File: config.mk
export PLATFORM = sky130hd
export DESIGN_NAME = uart_tx_frame_flat
export DESIGN_NICKNAME = d
export VERILOG_FILES = /design/src/rtl/uart_tx_frame_if.sv /design/src/rtl/uart_tx_frame.sv /design/src/flat_wrapper.sv
export SDC_FILE = /design/constraint.sdc
export NUM_CORES = 1
export LEC_CHECK = 0
export BUFFER_PORTS_ARGS = -buffer_cell sky130_fd_sc_hd__buf_4
export CORE_MARGIN = 2
export CORE_UTILIZATION = 48
export DETAILED_ROUTE_END_ITERATION = 8
export GPL_ROUTABILITY_DRIVEN = 0
export PLACE_DENSITY = 0.75
export SLEW_MARGIN = 20
export SYNTH_ARGS = -nofsm -noshare
export SYNTH_HDL_FRONTEND = slang
export SYNTH_SLANG_ARGS = --single-unit
File: constraint.sdc
create_clock -name CLK -period 1.76 [get_ports CLK]
set_input_delay 0.088 -clock CLK [delete_from_list [all_inputs] [get_ports CLK]]
set_output_delay 0.088 -clock CLK [all_outputs]
set_load 0.02 [all_outputs]
File: src/rtl/uart_tx_frame_if.sv
// Handshake and serial-line bundle for uart_tx_frame.
// The master side supplies the word and its parity. The slave (transmitter) side drives the line
// and the status flags.
interface uart_tx_frame_if #(
  parameter int unsigned WIDTH = 8
);
  logic [WIDTH-1:0] P_DATA;
  logic             Data_Valid;
  logic             PAR_EN;
  logic             par_bit;
  logic             TX_OUT;
  logic             busy;
  logic             frame_done;

  modport master (
    output P_DATA, Data_Valid, PAR_EN, par_bit,
    input  TX_OUT, busy, frame_done
  );

  modport slave (
    input  P_DATA, Data_Valid, PAR_EN, par_bit,
    output TX_OUT, busy, frame_done
  );
endinterface

File: src/rtl/uart_tx_frame.sv
// UART frame serialiser: one bit per CLK cycle, frame = start, WIDTH data bits (LSB first),
// optional parity, stop. Defining UART_TX_STOP2_EN appends a second stop bit.
// All outputs come straight from flops.
module uart_tx_frame #(
  parameter int unsigned WIDTH = 8
) (
  input logic             CLK,
  input logic             RST,
  uart_tx_frame_if.slave  bus
);

  localparam int unsigned CntW = (WIDTH > 1) ? $clog2(WIDTH) : 1;
  localparam logic [CntW-1:0] LastBit = CntW'(WIDTH - 1);

`ifdef UART_TX_STOP2_EN
  typedef enum logic [2:0] {
    StIdle, StStart, StData, StParity, StStop, StStop2
  } state_e;
`else
  typedef enum logic [2:0] {
    StIdle, StStart, StData, StParity, StStop
  } state_e;
`endif

  state_e           state_q;
  logic             tx_q;
  logic             busy_q;
  logic             done_q;
  logic [CntW-1:0]  cnt_q;
  logic [WIDTH-1:0] data_q;
  logic             par_en_q;

  assign bus.TX_OUT     = tx_q;
  assign bus.busy       = busy_q;
  assign bus.frame_done = done_q;

  // Frame sequencer; every output is set on the edge that enters the state it belongs to.
  always_ff @(posedge CLK or negedge RST) begin
    if (!RST) begin
      state_q  <= StIdle;
      tx_q     <= 1'b1;
      busy_q   <= 1'b0;
      done_q   <= 1'b0;
      cnt_q    <= '0;
      data_q   <= '0;
      par_en_q <= 1'b0;
    end else begin
      done_q <= 1'b0;
      case (state_q)
        StIdle: begin
          if (!busy_q && bus.Data_Valid) begin
            data_q   <= bus.P_DATA;
            par_en_q <= bus.PAR_EN;
            state_q  <= StStart;
            tx_q     <= 1'b0;
            busy_q   <= 1'b1;
          end else begin
            tx_q   <= 1'b1;
            busy_q <= 1'b0;
          end
        end
        StStart: begin
          // Shift register hands out the next bit at bit 0; the counter tracks position.
          tx_q    <= data_q[0];
          data_q  <= data_q >> 1;
          cnt_q   <= '0;
          state_q <= StData;
        end
        StData: begin
          if (cnt_q == LastBit) begin
            if (par_en_q) begin
              state_q <= StParity;
              tx_q    <= bus.par_bit;
            end else begin
              state_q <= StStop;
              tx_q    <= 1'b1;
            end
          end else begin
            cnt_q  <= cnt_q + 1'b1;
            tx_q   <= data_q[0];
            data_q <= data_q >> 1;
          end
        end
        StParity: begin
          state_q <= StStop;
          tx_q    <= 1'b1;
        end
        StStop: begin
`ifdef UART_TX_STOP2_EN
          state_q <= StStop2;
          tx_q    <= 1'b1;
`else
          state_q <= StIdle;
          tx_q    <= 1'b1;
          busy_q  <= 1'b0;
          done_q  <= 1'b1;
`endif
        end
`ifdef UART_TX_STOP2_EN
        StStop2: begin
          state_q <= StIdle;
          tx_q    <= 1'b1;
          busy_q  <= 1'b0;
          done_q  <= 1'b1;
        end
`endif
        default: begin
          // Corrupted state: return to an idle line without reporting a frame.
          state_q <= StIdle;
          tx_q    <= 1'b1;
          busy_q  <= 1'b0;
          cnt_q   <= '0;
        end
      endcase
    end
  end

endmodule

File: src/flat_wrapper.sv
// flat-port wrapper written by rule: the top's interface ports become plain ports
module uart_tx_frame_flat 
#(
  parameter int unsigned WIDTH = 8
)
  (CLK, RST, bus_P_DATA, bus_Data_Valid, bus_PAR_EN, bus_par_bit, bus_TX_OUT, bus_busy, bus_frame_done);
  uart_tx_frame_if #(.WIDTH(WIDTH)) bus_i ();
  input logic CLK;
  input logic RST;
  input wire logic [$bits(bus_i.P_DATA)-1:0] bus_P_DATA;
  input wire logic [$bits(bus_i.Data_Valid)-1:0] bus_Data_Valid;
  input wire logic [$bits(bus_i.PAR_EN)-1:0] bus_PAR_EN;
  input wire logic [$bits(bus_i.par_bit)-1:0] bus_par_bit;
  output wire logic [$bits(bus_i.TX_OUT)-1:0] bus_TX_OUT;
  output wire logic [$bits(bus_i.busy)-1:0] bus_busy;
  output wire logic [$bits(bus_i.frame_done)-1:0] bus_frame_done;
  assign bus_i.P_DATA = bus_P_DATA;
  assign bus_i.Data_Valid = bus_Data_Valid;
  assign bus_i.PAR_EN = bus_PAR_EN;
  assign bus_i.par_bit = bus_par_bit;
  assign bus_TX_OUT = bus_i.TX_OUT;
  assign bus_busy = bus_i.busy;
  assign bus_frame_done = bus_i.frame_done;
  uart_tx_frame #(.WIDTH(WIDTH)) u_core (.CLK(CLK), .RST(RST), .bus(bus_i));
endmodule
==> results of run 1 <==
[metrics by stage]
step,cell area (um2),worst slack (ps),power [mW],std cells,TNS (ps)
after floorplan,998,-81.9,1.77,81,-655
final,1250,53.7,2.41,133,0
after detailed placement,1190,59.6,2.15,127,0
after CTS,1220,38.3,2.37,132,0
after global routing,1250,-22.3,2.59,133,-91.8
after global placement,1190,67.9,2.10,127,0
[kinds of logic (layout without fill, tap and decap cells)]
group,count (synthesis),count (layout),synth area share
xor+xnor,1,1,0.0170
mux,18,18,0.210
simple gates,21,21,0.126
compound gates,16,16,0.122
buf+inv,5,30,0.0262
fa+ha+maj,2,2,0.0262
flops,18,18,0.473
[repair_timing]
| item | 4_1_cts | 5_1_grt |
|---|---|---|
| endpoints found under the setup margin | 0 | 8 |
| gates resized for setup | 0 | 2 |
| hold endpoints to repair | 18 | 0 |
| hold buffers | 1 | 0 |
| buffers inserted | 0 | 1 |
[layout make-up]
type / count / area, um2 / area share
multi-input cells: 58 / 531 / 0.425
flip-flops and latches: 18 / 452 / 0.362
repair buffers: 25 / 203 / 0.162
well taps: 27 / 33.8 / 0.0271
clock buffers: 4 / 26.3 / 0.0210
inverters: 1 / 3.75 / 0.00301
[cell usage after synthesis]
cell / count / share of area
a21oi_4: 1 / 0.017
and2_1: 2 / 0.013
clkbuf_1: 1 / 0.0039
buf_2: 1 / 0.0052
dfstp_2: 1 / 0.028
nor2_1: 4 / 0.016
a22oi_1: 2 / 0.016
mux2_2: 9 / 0.11
a31oi_1: 1 / 0.0066
mux2_1: 7 / 0.083
clkbuf_2: 1 / 0.0052
dfrtp_1: 17 / 0.45
nor3_1: 1 / 0.0052
o21ai_0: 4 / 0.021
a2bb2oi_1: 3 / 0.028
a31o_2: 1 / 0.0092
nand3b_1: 1 / 0.0079
nor2b_1: 3 / 0.020
nand2_1: 6 / 0.024
o22ai_1: 1 / 0.0066
a21oi_1: 2 / 0.010
nor3b_1: 1 / 0.0079
o21bai_1: 1 / 0.0079
nor2b_4: 1 / 0.014
mux2i_1: 2 / 0.021
xnor2_2: 1 / 0.017
nand2b_1: 1 / 0.0066
buf_4: 1 / 0.0079
ha_1: 2 / 0.026
nor2_4: 1 / 0.012
inv_1: 1 / 0.0039
[where the power goes]
group / switching, mW / internal, mW
clock: 0.132 / 0.0882
combinational: 0.581 / 0.863
sequential: 0.129 / 0.615
[worst max-delay path by stage]
| stage | startpoint | end | slack [ps] | cells after the start |
|---|---|---|---|---|
| after global routing | u_core.cnt_q[0]$_DFFE_PN0P_ | u_core.data_q[0]$_DFFE_PN0P_ | -20 | 7 |
| final | u_core.cnt_q[0]$_DFFE_PN0P_ | u_core.data_q[0]$_DFFE_PN0P_ | 50 | 7 |
| after global placement | u_core.cnt_q[1]$_DFFE_PN0P_ | u_core.data_q[0]$_DFFE_PN0P_ | 70 | 7 |
| after CTS | u_core.cnt_q[1]$_DFFE_PN0P_ | u_core.data_q[0]$_DFFE_PN0P_ | 40 | 7 |
| after detailed placement | u_core.cnt_q[1]$_DFFE_PN0P_ | u_core.data_q[5]$_DFFE_PN0P_ | 60 | 7 |
| after floorplan | u_core.cnt_q[0]$_DFFE_PN0P_ | u_core.data_q[0]$_DFFE_PN0P_ | -80 | 7 |
[registers in the layout, summed over array words and instances (netlist names)]
name / count
u_core.bus.frame_done: 1
u_core.par_en_q: 1
u_core.bus.busy: 1
u_core.state_q: 3
u_core.cnt_q: 3
u_core.data_q: 8
u_core.bus.TX_OUT: 1
[worst register-to-register path, cell delays in order (launching register included)]
cell,delay (ps)
dfrtp_1,390
ha_2,200
ha_4,170
nor2b_4,170
nand2b_4,70
a21oi_4,160
buf_12,150
mux2_4,300
[layer usage]
layer | vias up | routed length, um | track usage
met3 | 4 | 35 | 0.0278
met1 | 329 | 821 | 0.239
met4 | 0 | 30 | 0.0857
met2 | 10 | 888 | 0.292
met5 | - | 0 | 0
li1 | 340 | - | -
==> flow_metrics.tcl, run 1 <==
set metrics [dict create \
    status "finished clean" \
    grt_pass1_wl_mm 3.28 \
    relSlewSlack 0.845 \
    pin_count 16 \
    cts_made_buffers 3 \
    area_growth_pct 30.8 \
    hp-start "bus_PAR_EN" \
    num_rows 16 \
    layout.nets 122 \
    vias_per_cell 5.14 \
    cp_max_fo 8 \
    die-area_mm2 0.00236 \
    period_share 0.969 \
    finish.utilization 0.650 \
    synth_nets 96 \
    start_util 0.497 \
    synthCells 81 \
    antenna_left 0 \
    drcViolationCount 0 \
    path_clk_slew_ps 100 \
    max-cap-violations 0 \
    cellPowerDensity_mw_per_mm2 1930 \
    synth-seq-cells 18 \
    regToRegEndpoint "u_core.data_q[0]$_DFFE_PN0P_" \
    ir_drop_uv 1050 \
    firstDrtPassIters 4 \
    core-area_mm2 0.00192 \
    drt_iter0_drc 5 \
    n_fill_cell 164 \
    r2r-start "u_core.cnt_q[0]$_DFFE_PN0P_" \
    wirelength_mm 1.78 \
    slowest_delay_ps 390 \
    drive_gt1_frac 0.425 \
    place_hpwl_mm 1.26 \
    final_cell_mix "buf_4 (23), dfrtp_1 (17), mux2_4 (8), mux2_1 (7), nand2_1 (6)" \
    gr-usage-all-layers 0.181 \
    tightest_slew_ps 232 \
    skew_ps 11.3 \
    wl_per_cell_um 13.4 \
    antenna_found_initial 0 \
    hold_path_end "u_core.par_en_q$_DFFE_PN0P_" \
    cp.arrival_ps 1890 \
    syn_avg_cell_area_um2 11.8 \
    vias 683 \
    reg2reg_slack_ps 50 \
    cp_top_family "flip-flops" \
    cts_root_buffer "clkbuf_4" \
    cts_sinks 18 \
    startpoint_type "register" \
    grt-ovfl-total 0 \
    hold_slack_ps 24.8 \
    yosysWarnings 0 \
    cts_max_level 1 \
    required_ps 1940 \
    setup_viol 0 \
    max_freq_mhz 586 \
    clk_latency_ps 300 \
    die_height_um 48.6 \
    cp_num_buf_inv 1 \
    synth.distinct_cells 31 \
    setup.worst_path.end_class "register" \
    path_cells "ha_2, ha_4, nor2b_4, nand2b_4, a21oi_4, buf_12, mux2_4" \
    mappedNetlistArea_um2 955 \
    hold_viol 0 \
    period_minus_slack_ps 1710 \
    io_buffers 15 \
    die_width_um 48.6 \
    cp_slowest_cell "dfrtp_1" \
    worst-setup-path-type "register to register" \
    cts_tree "built" \
    p_leak_nw 0.583 \
    grt_pass1_vias 717 \
    yosysSeqAreaShare 0.473 \
    slew_violations 0 \
    min_path_cells 2 \
    clk_path_buf_depth 2 \
    reg2reg_depth 7 \
    n_antenna_cell 0 \
    hold_class "input port to register" \
    layout_commonest_cell "buf_4" \
    grt_max_degree 19 \
]
Note: power is estimated with default switching activity, not from simulation.
==> inputs of run 2 (changes only) <==
--- a/config.mk
+++ b/config.mk
@@ -6,11 +6,13 @@
 export NUM_CORES = 1
 export LEC_CHECK = 0
 export BUFFER_PORTS_ARGS = -buffer_cell sky130_fd_sc_hd__buf_4
+export CELL_PAD_IN_SITES_DETAIL_PLACEMENT = 1
+export CELL_PAD_IN_SITES_GLOBAL_PLACEMENT = 2
 export CORE_MARGIN = 2
-export CORE_UTILIZATION = 48
+export CORE_UTILIZATION = 32
 export DETAILED_ROUTE_END_ITERATION = 8
 export GPL_ROUTABILITY_DRIVEN = 0
-export PLACE_DENSITY = 0.75
+export PLACE_DENSITY = 0.76
 export SLEW_MARGIN = 20
 export SYNTH_ARGS = -nofsm -noshare
 export SYNTH_HDL_FRONTEND = slang
==> flow_metrics.tcl, run 2 (synthesized netlist as in run 1, its figures left out) <==
set metrics [dict create \
    relSlewSlack 0.825 \
    n_antenna_cell 0 \
    status "finished clean" \
    drt_iter0_drc 13 \
    layout_commonest_cell "buf_4" \
    vias_per_cell 4.94 \
    path_clk_slew_ps 110 \
    reg_top3 "u_core.data_q (8), u_core.cnt_q (3), u_core.state_q (3)" \
    vias 682 \
    wl_met3_um 27 \
    num_rows 19 \
    hold_path_end "u_core.par_en_q$_DFFE_PN0P_" \
    grt-ovfl-total 0 \
    layout.nets 123 \
    startpoint_type "register" \
    period_minus_slack_ps 1700 \
    required_ps 1940 \
    grt_pass1_wl_mm 3.54 \
    gr-usage-all-layers 0.137 \
    max-cap-violations 0 \
    core-area_mm2 0.00281 \
    cts_root_buffer "clkbuf_4" \
    pin_count 16 \
    die_width_um 58.6 \
    wl_met2_mm 1.02 \
    p_total_mw 2.47 \
    cts_tree "built" \
    tightest_slew_ps 263 \
    cp_max_fo 8 \
    ir_drop_uv 618 \
    min_path_cells 2 \
    cts_made_buffers 3 \
    hold_slack_ps 27.9 \
    drive_gt1_frac 0.439 \
    clk_latency_ps 290 \
    setup_slack_ps 61.3 \
    grt_pass1_vias 751 \
    max_freq_mhz 589 \
    cp.arrival_ps 1880 \
    drt-met1-wl_um 916 \
    drcViolationCount 0 \
    clk_path_buf_depth 2 \
    final_cell_mix "buf_4 (24), dfrtp_1 (17), mux2_4 (8), mux2_1 (7), nand2_1 (6)" \
    antenna_left 0 \
    setup.worst_path.end_class "register" \
    die_height_um 58.6 \
    top_layer "met4" \
    cellPowerDensity_mw_per_mm2 1950 \
    die-area_mm2 0.00344 \
    wl_per_cell_um 14.5 \
    pre_cts_ws_ps 50.0 \
    wirelength_mm 2.00 \
    setup_viol 0 \
    reg2reg_slack_ps 60 \
    area_growth_pct 33.2 \
    antenna_found_initial 0 \
    p_leak_nw 0.594 \
    firstDrtPassIters 2 \
    cts_sinks 18 \
    grt_max_degree 19 \
    finish.utilization 0.453 \
    hold_viol 0 \
    cts_max_level 1 \
    regToRegEndpoint "u_core.data_q[2]$_DFFE_PN0P_" \
    largest_reg_flops 8 \
    worst-setup-path-type "register to register" \
    period_share 0.965 \
    io_buffers 15 \
    r2r-start "u_core.cnt_q[1]$_DFFE_PN0P_" \
    skew_ps 2.54 \
    regMostFlops "u_core.data_q" \
    hp-start "bus_PAR_EN" \
    slew_violations 0 \
    start_util 0.340 \
    hold_class "input port to register" \
    setup_tns_ps 0 \
    reg2reg_depth 7 \
]
==> run 2: cell types whose count changed in the layout (fill, tap and decap cells not counted) <==
cell | previous run | this run
clkbuf_1 | 1 | 0
buf_4 | 23 | 24
clkbuf_8 | 0 | 1
==> run 2: worst max path at each step <==
stage | from | end | slack [ps] | cells past startpoint
after floorplan | u_core.cnt_q[0]$_DFFE_PN0P_ | u_core.data_q[0]$_DFFE_PN0P_ | -80 | 7
after global routing | u_core.cnt_q[1]$_DFFE_PN0P_ | u_core.data_q[3]$_DFFE_PN0P_ | -10 | 7
final | u_core.cnt_q[1]$_DFFE_PN0P_ | u_core.data_q[2]$_DFFE_PN0P_ | 60 | 7
after global placement | u_core.cnt_q[1]$_DFFE_PN0P_ | u_core.data_q[1]$_DFFE_PN0P_ | 70 | 7
after detailed placement | u_core.cnt_q[1]$_DFFE_PN0P_ | u_core.data_q[1]$_DFFE_PN0P_ | 50 | 7
after CTS | u_core.cnt_q[1]$_DFFE_PN0P_ | u_core.data_q[1]$_DFFE_PN0P_ | 20 | 7
==> run 2: layout make-up <==
type / instances / area, um2
clock buffers: 4 / 36.3
well taps: 31 / 38.8
inverters: 1 / 3.75
flip-flops and latches: 18 / 452
fillers: 306 / 1530
multi-input cells: 58 / 531
repair buffers: 26 / 210
==> run 2: what timing repair did <==
item	4_1_cts	5_1_grt
setup endpoints to repair	0	8
gates resized for setup	0	2
hold endpoints to repair	18	0
setup buffers	0	2
hold buffers	1	0
==> run 2: through the flow <==
stage                     instance area, um2  cells
after floorplan                          998     81
after global placement                  1190    131
after detailed placement                1190    131
after CTS                               1240    136
after global routing                    1270    138
final                                   1270    138
==> run 2: power by group <==
group	internal [mW]	total (mW)	switching, mW
registers	0.615	0.756	0.141
clock network	0.126	0.258	0.132
logic	0.880	1.46	0.580
==> run 2: per-layer routing <==
metal  vias to the layer above  global-route usage
met2                         5               0.238
met3                         2              0.0198
met4                         0              0.0487
li1                        339                   -
met5                         -                   0
met1                       336               0.172
==> run 2: worst max-delay path, cell delays in order, from the launching register on <==
cell      delay (ps)
dfrtp_1          400
ha_2             200
ha_4             170
nor2b_4          150
nand2b_4          70
a21oi_4          160
buf_12           150
mux2_4           290
